[src/rtl/exec_sequencer.sv]
// Execute-stage sequencer in front of the 8-bit ALU: owns accumulators A/B,
// fetches memory operands over req/ack, issues ALU ops and writes back or stores.
module exec_sequencer #(
   parameter int TIMEOUT_CYCLES = 16
) (
   input  logic        clk,
   input  logic        reset,
   input  logic        instr_valid,
   input  logic [15:0] instr,
   output logic        instr_ready,
   output logic [7:0]  dmem_addr,
   output logic        dmem_rd,
   output logic        dmem_wr,
   output logic [7:0]  dmem_wdata,
   input  logic [7:0]  dmem_rdata,
   input  logic        dmem_ack,
   output logic [5:0]  alu_opcode,
   output logic [7:0]  alu_in1,
   output logic [7:0]  alu_in2,
   input  logic [7:0]  alu_out,
   output logic [7:0]  reg_a,
   output logic [7:0]  reg_b,
   output logic        zero,
   output logic        err
);

   localparam logic [5:0] NOP   = 6'h00, LDA   = 6'h01, LDB   = 6'h02, LDCA  = 6'h03,
                          LDCB  = 6'h04, STA   = 6'h05, STB   = 6'h06,
                          ADDA  = 6'h08, ADDB  = 6'h09, SUBA  = 6'h0A, SUBB  = 6'h0B,
                          ANDA  = 6'h0C, ANDB  = 6'h0D, ORA   = 6'h0E, ORB   = 6'h0F,
                          ADDCA = 6'h10, ADDCB = 6'h11, SUBCA = 6'h12, SUBCB = 6'h13,
                          ANDCA = 6'h14, ANDCB = 6'h15, ORCA  = 6'h16, ORCB  = 6'h17,
                          ASLA  = 6'h18, ASRA  = 6'h19;

   localparam logic [7:0] TO_LAST = 8'(TIMEOUT_CYCLES - 1);

   typedef enum logic [2:0] {S_IDLE, S_MEM_RD, S_EXEC, S_WB, S_MEM_WR} state_t;

   state_t     state;
   logic [5:0] op;
   logic [7:0] opnd;
   logic [7:0] cnt;
   logic [5:0] new_op;
   logic [7:0] new_opnd;
   logic       unused_bits;

   assign new_op      = instr[15:10];
   assign new_opnd    = instr[7:0];
   assign unused_bits = ^instr[9:8];
   assign instr_ready = (state == S_IDLE);

   function automatic logic is_mem_alu(input logic [5:0] o);
      return o inside {ADDA, ADDB, SUBA, SUBB, ANDA, ANDB, ORA, ORB};
   endfunction

   function automatic logic is_const_alu(input logic [5:0] o);
      return o inside {ADDCA, ADDCB, SUBCA, SUBCB, ANDCA, ANDCB, ORCA, ORCB, ASLA, ASRA};
   endfunction

   function automatic logic is_b_op(input logic [5:0] o);
      return o inside {ADDB, SUBB, ANDB, ORB, ADDCB, SUBCB, ANDCB, ORCB};
   endfunction

   // Returns {in1, in2}: B-side ops put the operand on in1 so the ALU sees B on in2.
   function automatic logic [15:0] route(input logic [5:0] o, input logic [7:0] v,
                                         input logic [7:0] a, input logic [7:0] b);
      if (o == STB)
         return {8'h00, b};
      if (o == STA || o == ASLA || o == ASRA)
         return {a, 8'h00};
      if (is_b_op(o))
         return {v, b};
      return {a, v};
   endfunction

   always_ff @(posedge clk or posedge reset) begin
      if (reset) begin
         state      <= S_IDLE;
         op         <= NOP;
         opnd       <= 8'h00;
         cnt        <= 8'h00;
         reg_a      <= 8'h00;
         reg_b      <= 8'h00;
         dmem_addr  <= 8'h00;
         dmem_wdata <= 8'h00;
         dmem_rd    <= 1'b0;
         dmem_wr    <= 1'b0;
         alu_opcode <= NOP;
         alu_in1    <= 8'h00;
         alu_in2    <= 8'h00;
         zero       <= 1'b0;
         err        <= 1'b0;
      end else begin
         case (state)
            S_IDLE: begin
               if (instr_valid) begin
                  op   <= new_op;
                  opnd <= new_opnd;
                  if (new_op == LDCA) begin
                     reg_a <= new_opnd;
                     zero  <= (new_opnd == 8'h00);
                  end else if (new_op == LDCB) begin
                     reg_b <= new_opnd;
                     zero  <= (new_opnd == 8'h00);
                  end else if (new_op == LDA || new_op == LDB || is_mem_alu(new_op)) begin
                     state     <= S_MEM_RD;
                     dmem_addr <= new_opnd;
                     dmem_rd   <= 1'b1;
                     cnt       <= 8'h00;
                  end else if (is_const_alu(new_op) || new_op == STA || new_op == STB) begin
                     state                <= S_EXEC;
                     alu_opcode           <= new_op;
                     {alu_in1, alu_in2}   <= route(new_op, new_opnd, reg_a, reg_b);
                  end
               end
            end
            S_MEM_RD: begin
               if (dmem_ack) begin
                  dmem_rd <= 1'b0;
                  if (op == LDA) begin
                     reg_a <= dmem_rdata;
                     zero  <= (dmem_rdata == 8'h00);
                     state <= S_IDLE;
                  end else if (op == LDB) begin
                     reg_b <= dmem_rdata;
                     zero  <= (dmem_rdata == 8'h00);
                     state <= S_IDLE;
                  end else begin
                     state              <= S_EXEC;
                     alu_opcode         <= op;
                     {alu_in1, alu_in2} <= route(op, dmem_rdata, reg_a, reg_b);
                  end
               end else if (cnt == TO_LAST) begin
                  dmem_rd <= 1'b0;
                  err     <= 1'b1;
                  state   <= S_IDLE;
               end else begin
                  cnt <= cnt + 8'h01;
               end
            end
            S_EXEC: begin
               alu_opcode <= NOP;
               state      <= S_WB;
            end
            // The registered ALU result is valid in this state.
            S_WB: begin
               if (op == STA || op == STB) begin
                  dmem_wdata <= alu_out;
                  dmem_addr  <= opnd;
                  dmem_wr    <= 1'b1;
                  cnt        <= 8'h00;
                  state      <= S_MEM_WR;
               end else begin
                  if (is_b_op(op))
                     reg_b <= alu_out;
                  else
                     reg_a <= alu_out;
                  zero  <= (alu_out == 8'h00);
                  state <= S_IDLE;
               end
            end
            S_MEM_WR: begin
               if (dmem_ack) begin
                  dmem_wr <= 1'b0;
                  state   <= S_IDLE;
               end else if (cnt == TO_LAST) begin
                  dmem_wr <= 1'b0;
                  err     <= 1'b1;
                  state   <= S_IDLE;
               end else begin
                  cnt <= cnt + 8'h01;
               end
            end
            default: state <= S_IDLE;
         endcase
      end
   end

endmodule

[config.mk]
export PLATFORM = sky130hd
export DESIGN_NAME = exec_sequencer
export DESIGN_NICKNAME = d
export VERILOG_FILES = /design/src/rtl/exec_sequencer.sv
export SDC_FILE = /design/constraint.sdc
export NUM_CORES = 1
export LEC_CHECK = 0
export ABC_AREA = 1
export CAP_MARGIN = 20
export CORE_ASPECT_RATIO = 1.2
export CORE_MARGIN = 2
export CORE_UTILIZATION = 57
export DETAILED_ROUTE_END_ITERATION = 7
export PLACE_DENSITY = 0.95
export SETUP_SLACK_MARGIN = 0.2
export SYNTH_ARGS = -nofsm -noshare
export SYNTH_HDL_FRONTEND = slang
export SYNTH_SLANG_ARGS = --single-unit
[constraint.sdc]
create_clock -name clk -period 7 [get_ports clk]
set_input_delay 0.7 -clock clk [delete_from_list [all_inputs] [get_ports clk]]
set_output_delay 0.7 -clock clk [all_outputs]
set_load 0.02 [all_outputs]
==> run_results.csv <==
group,metric,value,unit
die,initial_core_util,58.6,%
logic_synthesis,yosysTopAreaCell,"dfrtp_1",
die,die_y,107,microns
min_path,hold_path_class,"reg2reg",
cts,cts_tree,"built",
finish,post-route-util,72.4,%
cts,root_buffer,"clkbuf_8",
logic_synthesis,synth_nets,720,
critical_path,cp-start-kind,"flip-flop",
critical_path,crit_fanout,9,
logic_synthesis,seq_area_frac_synth,41.4,%
finish,final_cell_mix,"nand2_1, clkdlybuf4s50_1, dfrtp_1",
logic_synthesis,ys_top_cells_by_area,"dfrtp_1, nand2_1, nand3_1",
finish,diodes,0,
timing,max_freq,388,MHz
timing,rsz0062_at_grt,"false",
cts,postCtsResizedCells,0,
flow_run,cap_viol_max_count,0,
timing,tightest_slew,0.788,ns
timing,fin_crit,2.58,ns
die,boundaryPins,95,
timing,finalHoldViolCount,0,
global_routing,grt.total_usage,31.0,%
finish,multi_input_area,2560,sq um
placed_design,dp_hpwl,10400,microns
detailed_routing,dr.pass1.iters,5,
finish,area_growth,23.6,%
finish,drive_gt1_share,11.1,%
power_and_ir_drop,leakage,3.13,nW
cts,cts.sinks,83,
power_and_ir_drop,power_density,435,nW/um^2
global_routing,grt_pass1_vias,4827,
detailed_routing,vias,5109,
timing,maxSlewHeadroom,47.3,%
critical_path,end_kind,"output pin",
logic_synthesis,syn_area_per_cell,7.34,sq um
critical_path,crit_arrival,1.88,ns
finish,final_common_cell,"nand2_1",
global_routing,grt_max_degree,84,
detailed_routing,via_per_inst,5.72,
cts,clockBufferDepth,2,
detailed_routing,ant_nets,0,
die,core-area,8560,sq um
detailed_routing,drc,0,
timing,setup_viol,0,
finish,seq_area,2080,sq um
logic_synthesis,ys_seq_elements,83,
timing,fin_hold_ws,0.473,ns
detailed_routing,wl,14200,microns
logic_synthesis,postSynthCellCount,683,
cts,cts_made_buffers,9,
timing,timing.final.crit_share,36.8,%
power_and_ir_drop,ir_drop,0.263,mV
cts,clk_latency,0.38,ns
placed_design,port_buffers,92,
die,die_area,9570,sq um
logic_synthesis,synth_cell_types,34,
global_routing,grt_pass1_wl,22700,microns
timing,finalSetupTns,0,ns
global_routing,grt_overflow_total,0,
cts,hold_buffers,0,
timing,finalWorstSetupSlack,4.42,ns
critical_path,setup.worst_path.class,"reg2out",
timing,drv_slew,0,
cts,cts_setup_buffers,0,
die,fp.dieW,89.6,microns
placed_design,gp_congestion,0.974,
cts,cts.clk_slew.worst_paths,0.09,ns
finish,nFillCells,629,
critical_path,cp.required,6.30,ns
logic_synthesis,netlist_area,5010,sq um
global_routing,antenna_found_initial,0,
die,rows,37,
placed_design,dp_slack,4.36,ns
finish,nNetsFinal,809,
cts,ctsHtreeMaxLevel,3,
outcome,status,"completed",
detailed_routing,drtIter0Drc,417,
logic_synthesis,synth.top_cell.area_share,41.4,%
timing,finalClockSkew,0.00849,ns
detailed_routing,avgRoutedWirePerCell,15.9,microns
logic_synthesis,yosysWarnings,0,
[final timing paths]
| check | start | end | slack [ns] | depth (start not counted) |
|---|---|---|---|---|
| setup reg to reg | state[1] | alu_in2[6] | 4.87 | 9 |
| max in group asynchronous | reset | reg_b[3] | 5.62 | 4 |
| min in group asynchronous | reset | cnt[3] | 0.76 | 3 |
| setup / recovery | state[1] | instr_ready | 4.42 | 4 |
| hold / removal | alu_opcode[0] | alu_opcode[0] | 0.47 | 2 |
| hold reg to reg | alu_opcode[0] | alu_opcode[0] | 0.47 | 2 |
[sequential cells by signal, indices dropped and copies added, names as in the netlist, 3 cells and up]
signal	cells
alu_in1	8
alu_in2	8
cnt	8
dmem_addr	8
dmem_wdata	8
opnd	8
reg_a	8
reg_b	8
alu_opcode	6
op	6
state	3
[critical path: stages (launching register included)]
cell and delay, ns:
dfrtp_1 0.46, nor2_2 0.18, nand2_2 0.11, inv_4 0.13, clkdlybuf4s50_1 0.62
[area by class of cell]
type,count,area share (%)
inverter,68,4.18
tap,117,2.36
sequential,83,33.5
multi-input combinational,516,41.4
timing repair buffer,94,15.3
clock inverter,3,0.747
clock buffer,12,2.50
[logic make-up (layout without fill, tap and decap cells)]
kind of cell | count (synthesis) | after routing | synth area share [%]
simple gates | 417 | 417 | 38.8
compound gates | 94 | 94 | 11.4
buf+inv | 84 | 177 | 7.44
flops | 83 | 83 | 41.4
xor+xnor | 4 | 4 | 0.699
fa+ha+maj | 1 | 1 | 0.249
[cell usage after synthesis (all sizes together)]
library cell	count
nand2	282
dfrtp	83
nand3	74
inv	68
o21ai	57
nor2	42
a21oi	14
buf	13
nand4	10
o211ai	8
o221ai	8
nor4	6
o22ai	5
clkbuf	3
xor2	3
nand3b	2
a31o	1
ha	1
nor3	1
o31ai	1
xnor2	1
[metrics by stage]
stage	cells	power, mW	instance area, sq um
floorplan	683	1.80	5010
global placement	877	2.26	5980
detailed placement	877	2.31	5980
CTS	892	2.68	6180
global route	893	2.86	6200
finish	893	2.69	6200
[report_power, final]
group          switching (mW)  internal, mW  leakage, nW
Clock                   0.180         0.184       0.0991
Sequential              0.143         0.679         1.02
Combinational           0.952         0.555         2.01
[metal layers]
metal / global-route usage, % / part of all wire, % / routed length, microns
met5: 0 / 0 / 0
met4: 15.4 / 3.9 / 559
met3: 4.39 / 7.4 / 1050
met2: 51.3 / 50 / 7020
met1: 39.0 / 39 / 5540
No activity file was read; power rests on OpenSTA's default activity.
